File: src/rtl/invol_arb.sv
// Round-robin arbiter granting one unit at a time the shared response path.
// Optional forced release on owner timeout: define INVOL_ARB_TIMEOUT_EN.
module invol_arb #(
  parameter int          NREQ           = 4,
  parameter logic [31:0] TIMEOUT_CYCLES = 32'd65535,
  localparam int         IW             = (NREQ > 1) ? $clog2(NREQ) : 1
) (
  input  logic              clk,
  input  logic              rst_n,
  input  logic [NREQ-1:0]   req,
  input  logic [NREQ-1:0]   done,
  input  logic [NREQ*33-1:0] param_data_in,
  input  logic [NREQ-1:0]   param_write_in,
  output logic [NREQ-1:0]   grant,
  output logic              up_req,
  input  logic              up_grant,
  output logic [32:0]       param_data,
  output logic              param_write,
  output logic              busy,
  output logic [IW-1:0]     cur_id,
  output logic              timeout_err
);

  typedef enum logic [1:0] {
    S_IDLE,
    S_REQ_UP,
    S_GRANTED,
    S_RELEASE
  } state_t;

  state_t          state;
  logic [IW-1:0]   last;
  logic [IW-1:0]   win;
  logic [NREQ-1:0] cur_oh;
  logic [32:0]     sel_word;
  logic            sel_wr;
  logic            done_cur;
  logic            to_hit;

  if (NREQ < 1 || NREQ > 16 || TIMEOUT_CYCLES == 32'd0) begin : g_bad_cfg
    $error("invol_arb: bad NREQ or TIMEOUT_CYCLES");
  end

  // Round-robin pick: first requester at or after last+1, wrapping
  always_comb begin
    int j;
    logic found;
    win   = '0;
    found = 1'b0;
    j     = 0;
    for (int k = 0; k < NREQ; k++) begin
      j = int'(last) + 1 + k;
      if (j >= NREQ) j = j - NREQ;
      if (!found && req[j]) begin
        found = 1'b1;
        win   = IW'(j);
      end
    end
  end

  // Owner-side views: one-hot id, its param word/strobe and its done
  always_comb begin
    cur_oh   = '0;
    sel_word = '0;
    sel_wr   = 1'b0;
    done_cur = 1'b0;
    for (int i = 0; i < NREQ; i++) begin
      if (cur_id == IW'(i)) begin
        cur_oh[i] = 1'b1;
        sel_word  = param_data_in[33*i +: 33];
        sel_wr    = param_write_in[i];
        done_cur  = done[i];
      end
    end
  end

`ifdef INVOL_ARB_TIMEOUT_EN
  logic [31:0] cnt;

  assign to_hit = (state == S_GRANTED) &&
                  (cnt == TIMEOUT_CYCLES - 32'd1);

  // Owner-hold counter and sticky forced-release flag
  always_ff @(posedge clk or negedge rst_n) begin
    if (!rst_n) begin
      cnt         <= '0;
      timeout_err <= 1'b0;
    end else begin
      if (state == S_REQ_UP) cnt <= '0;
      else if (state == S_GRANTED) cnt <= cnt + 32'd1;
      if (to_hit && !done_cur) timeout_err <= 1'b1;
    end
  end
`else
  assign to_hit      = 1'b0;
  assign timeout_err = 1'b0;
`endif

  // Arbitration FSM with registered outputs
  always_ff @(posedge clk or negedge rst_n) begin
    if (!rst_n) begin
      state       <= S_IDLE;
      grant       <= '0;
      up_req      <= 1'b0;
      param_write <= 1'b0;
      param_data  <= '0;
      busy        <= 1'b0;
      cur_id      <= '0;
      last        <= IW'(NREQ - 1);
    end else begin
      grant       <= '0;
      param_write <= 1'b0;
      case (state)
        S_IDLE: begin
          if (|req) begin
            cur_id <= win;
            up_req <= 1'b1;
            busy   <= 1'b1;
            state  <= S_REQ_UP;
          end
        end
        S_REQ_UP: begin
          if (up_grant) begin
            up_req <= 1'b0;
            grant  <= cur_oh;
            state  <= S_GRANTED;
          end
        end
        S_GRANTED: begin
          param_write <= sel_wr;
          if (sel_wr) param_data <= sel_word;
          if (done_cur || to_hit) begin
            last  <= cur_id;
            busy  <= 1'b0;
            state <= S_RELEASE;
          end
        end
        S_RELEASE: state <= S_IDLE;
        default:   state <= S_IDLE;
      endcase
    end
  end

endmodule

File: config.mk
export PLATFORM = sky130hd
export DESIGN_NAME = invol_arb
export DESIGN_NICKNAME = d
export VERILOG_FILES = /design/src/rtl/invol_arb.sv
export SDC_FILE = /design/constraint.sdc
export NUM_CORES = 1
export LEC_CHECK = 0
export ABC_AREA = 0
export CAP_MARGIN = 5
export CORE_MARGIN = 2
export CORE_UTILIZATION = 24
export DETAILED_ROUTE_END_ITERATION = 12
export PLACE_DENSITY = 0.55
export SYNTH_ARGS = -nofsm -noshare
export SYNTH_HDL_FRONTEND = slang
export SYNTH_SLANG_ARGS = --single-unit
File: constraint.sdc
create_clock -name clk -period 5.3 [get_ports clk]
set_input_delay 0.53 -clock clk [delete_from_list [all_inputs] [get_ports clk]]
set_output_delay 0.53 -clock clk [all_outputs]
set_load 0.05 [all_outputs]
* Word level (Yosys, flattened, before mapping)
Cells that the tools add are included.
Word-level totals: flip-flop bits (word level) 46, bits in latches 0, memory bits (writable) 0, ROM bits 0, input bits 147, output and inout bits 43, word-level logic and storage cells 101, memories 0
Cells by class: add/sub/neg operators 8, $mul 0, divide/modulo/power cells 0, order comparisons 8, eq/ne operators 9, shift-type cells 0, mux-type cells 51, bitwise gates (word level) 0, reduce and logical (&&, ||, !) cells 17
Operators by type and width (number):
- 33-bit two-way mux | 4
- 32-bit by 4-bit < comparator with 1-bit output (second input constant) | 4
- 32-bit two-way mux | 4
- 32-bit by 4-bit >= comparator with 1-bit output (second input constant) | 3
- 32-bit by 4-bit subtractor with 32-bit output (second input constant) | 3
- 32-bit by 2-bit adder with 32-bit output (second input constant) | 1
- 32-bit by 3-bit adder with 32-bit output (second input constant) | 1
- 1-bit two-way mux | 27
- 2-bit two-way mux | 7
- 3-bit AND reduction | 3
- 1-bit binary-select mux with 2-bit select | 4
- 2-bit == test (second input constant) | 4
- 4-bit two-way mux | 2
- 2-bit case mux with 4 select lines | 1
- 2-bit != test (second input constant) | 3
- 2-bit AND reduction | 3
- 4-bit by 3-bit subtractor with 5-bit output (second input constant) | 1
- 3-bit by 2-bit adder with 4-bit output (second input constant) | 1
- 2-bit by 1-bit == test with 1-bit output (second input constant) | 2
- 4-bit by 3-bit >= comparator with 1-bit output (second input constant) | 1
- 2-bit logical NOT | 2
- 1-bit case mux with 2 select lines | 2
- 2-bit nonzero test | 2
- 4-bit OR reduction | 1
- 3 further kinds | 7

* Longest topological paths before layout
depth in word-level cells 16, mapped depth 6, mapped depth without buffers 5

* Worst setup path after synthesis
Ideal clock, no wire load.
path type register -> register, start reg cur_id[0], end reg param_data[10], setup time 125 ps, arrival time 1927 ps, data required time 5175 ps, slack 3248 ps, cell stages (with the launch flop) 6, path buffers 2, clock period less this slack 2052 ps, cell sequence dfrtp_1 -> buf_6 -> mux4_2 -> nand2_4 -> buf_12 -> mux2_4
On the way: word-level cells in the longest chain between the ends 6, elaborated cells between the ends (all ways) 13, classes of those cells eq/ne (3); mux (8); reduce/logical (2)
Ends and longest elaborated chain:
- start, declared | line 20 | output logic [IW-1:0] cur_id,
- start signal, assigned | line 116 | cur_id <= win;
- 2-bit logical NOT | line 68 | if (cur_id == IW'(i)) begin
- 1-bit two-way mux (4 in series) | line 68
- 2-bit AND reduction (no source line)
- end signal, assigned | line 131 | if (sel_wr) param_data <= sel_word;
- end, declared | line 17 | output logic [32:0] param_data,
Several ways; a longest one is shown, not always the timed one. A chain may end at the register's enable or synchronous reset.

* Worst setup path after layout
start reg cur_id[1], end out cur_id[1]
No word-level cell between the ends.

==> qor.csv <==
metric,value,unit
"Slew Viols, Final",0,
clk_lat worst skew,0.28,ns
"EDFF count, synth",0,
Synth Cell Area,2910,sq um
Worst EP arrival,2.31,ns
Starting Density,0.244,
Slew headroom,0.300,
H-tree levels,2,
drt drc,0,
Reg2Reg Setup Slack,2.75,ns
Area contributors post-synth,"dfrtp_1 (38%), mux4_2 (26%), mux2_4 (15%)",
row count,40,
Non-Filler Instances,510,
Post-CTS Hold Fix Bufs,0,
clk sinks,46,
Final ANT Viol Nets,0,
Final Cycle Share,0.536,
number of diodes,0,
slowest cell delay on critical path,1.05,ns
top-count cell post-synth,dfrtp_1,
Worst Setup Start Kind,register,
pin count of the biggest net entering global routing,47,
WS Path Type,register to output port,
vias in the first global route,2470,
Via Count,2321,
Max VDD drop,0.000276,V
sequential area share after synthesis,0.396,
initial antenna violation count,0,
share of cells above drive strength 1,0.242,
Overflow after GRT,0,
Vias per Instance,4.55,
Max Clock Skew,0.00668,ns
dpl cells,502,
worst r2r path cells,3,
Synth area leader,dfrtp_1,
Total Neg Setup Slack,0,ns
Die W,114,um
Syn-to-layout area delta,72.7,%
critical path's top delay family,flip-flops,
Die H,114,um
Most used DFF post-synth,dfrtp_1,
setup violators final,0,
Worst Hold Class,input pin to async pin,
IO Pins,190,
ys async rst share,1.00,
CP Max Fanout,44,
Netlist cell types,32,
fmax,352,MHz
Final #Nets,513,
Buffers on Ports,188,
deepest clock path buffer count,2,
WL/cell,16.8,um
Pre-antenna DRT Iters,4,
Total GRT Usage,0.131,
reg2reg end,param_data[30],
Resize count post-CTS,0,
element type at the critical path end,output port,
Hold Fails Final Rpt,0,
crit path max-delay cell type,dfrtp_2,
# fillers,1135,
Period minus WS final,2.84,ns
GP Congestion,0.708,
Post-Syn Nets,331,
first-iteration detailed-routing DRC count,56,
#FFs+latches synth,46,
syn_area_per_cell,16.2,sq um
final wirelength,8.55,mm
Ys Warns,0,
core footprint,11900,sq um
unrepaired setup endpoints after global routing,no,
Static Leak,0.00206,uW
worst slew pin tran,1.05,ns
clk slew on worst S/H paths,0.07,ns
Post-Syn Instances,180,
post-CTS setup buffers,0,
worst r2r src,cur_id[1],
crit path buf inv count,1,
status,"finished, final reports clean",
dpl hpwl,6.49,mm
Pwr Density,592,nW/um^2
Synth top area share,0.378,
first-pass GRT wire length,13.1,mm
Root Driver,clkbuf_16,
WP data required,4.77,ns
max cap viols,0,
top post-synthesis cells by count,"dfrtp_1 (44), mux4_2 (34), mux2_4 (29)",
die area,13000,sq um
CP cell instances,clkdlybuf4s50_1,
Num CTS Buffers,5,
CTS tree,built,
[per-stage QoR]
step            util  hold slack (ns)  power [uW]  area, sq um  setup slack [ns]
2_1_floorplan      -            0.234        2090         2910              3.25
3_3_place_gp   0.406            0.491        2590         4830              2.72
3_5_place_dp   0.406            0.491        2600         4830              2.69
4_1_cts        0.422            0.486        3020         5030              2.40
5_1_grt        0.422            0.517        3140         5030              2.33
6_report       0.422            0.433        2970         5030              2.46
[kinds of logic (layout without fill, tap and decap cells)]
family,after synthesis,after routing,share of synthesized area
AOI/OAI and AO/OA,14,14,0.0327
muxes,75,75,0.458
DFF,46,46,0.396
other,1,1,0.00129
and+or+nand+nor,19,19,0.0340
buffers and inverters,21,204,0.0602
adders and majority gates,4,4,0.0172
[sequential cells by signal (all words and copies together), names as in the netlist]
register / count
param_write: 1
up_req: 1
param_data: 33
last: 2
grant: 4
state: 2
cur_id: 2
busy: 1
[cell usage in the layout (no fill, tap or decap)]
cell and count:
nand3_1 1, mux4_2 34, nor3_1 2, buf_4 1
o211ai_1 1, clkdlybuf4s50_1 187, dfstp_2 2, dfrtp_1 42
o32a_1 1, o221ai_1 1, a22o_1 2, a311oi_1 1
mux2_2 10, nor3b_1 1, mux2i_1 2, clkbuf_16 5
o22ai_1 1, dfrtp_2 2, ha_1 4, nor2_1 4
bufinv_16 2, o21ai_0 1, clkinv_4 1, conb_1 1
nor4_1 1, nand2_1 5, a31oi_1 1, nand2b_1 3
a21oi_1 5, inv_1 7, buf_2 1, nand2_4 1
nor2b_1 1, mux2_4 29
[area by class of cell]
| type | count | area (sq um) | share of cell area |
|---|---|---|---|
| Clock buffer | 5 | 125 | 0.0249 |
| Sequential cell | 46 | 1160 | 0.230 |
| Tap cell | 147 | 184 | 0.0366 |
| Timing Repair Buffer | 189 | 1880 | 0.375 |
| Clock inverter | 3 | 68.8 | 0.0137 |
| Multi-Input combinational cell | 113 | 1580 | 0.315 |
| Inverter | 7 | 26.3 | 0.00523 |
[report_power, final]
group | switching, uW | internal, uW | total (uW)
clock network | 136 | 271 | 407
logic | 946 | 922 | 1870
registers | 167 | 532 | 698
[worst max-delay path by stage]
stage	start	endpoint	slack [ns]	depth (start not counted)
after floorplan	cur_id[0]	param_data[10]	3.25	5
after global routing	cur_id[1]	cur_id[1]	2.33	1
after global placement	cur_id[1]	param_data[30]	2.72	3
final	cur_id[1]	cur_id[1]	2.46	1
after detailed placement	cur_id[1]	param_data[30]	2.69	3
after CTS	cur_id[1]	cur_id[1]	2.40	1
[metal layers]
metal,share of wire,track usage,vias to the layer above
li1,-,-,1063
met1,0.40,0.154,1169
met2,0.53,0.242,85
met3,0.061,0.0328,4
met4,0.0051,0.0268,0
met5,0,0,-
(Power assumes the default switching activity.)
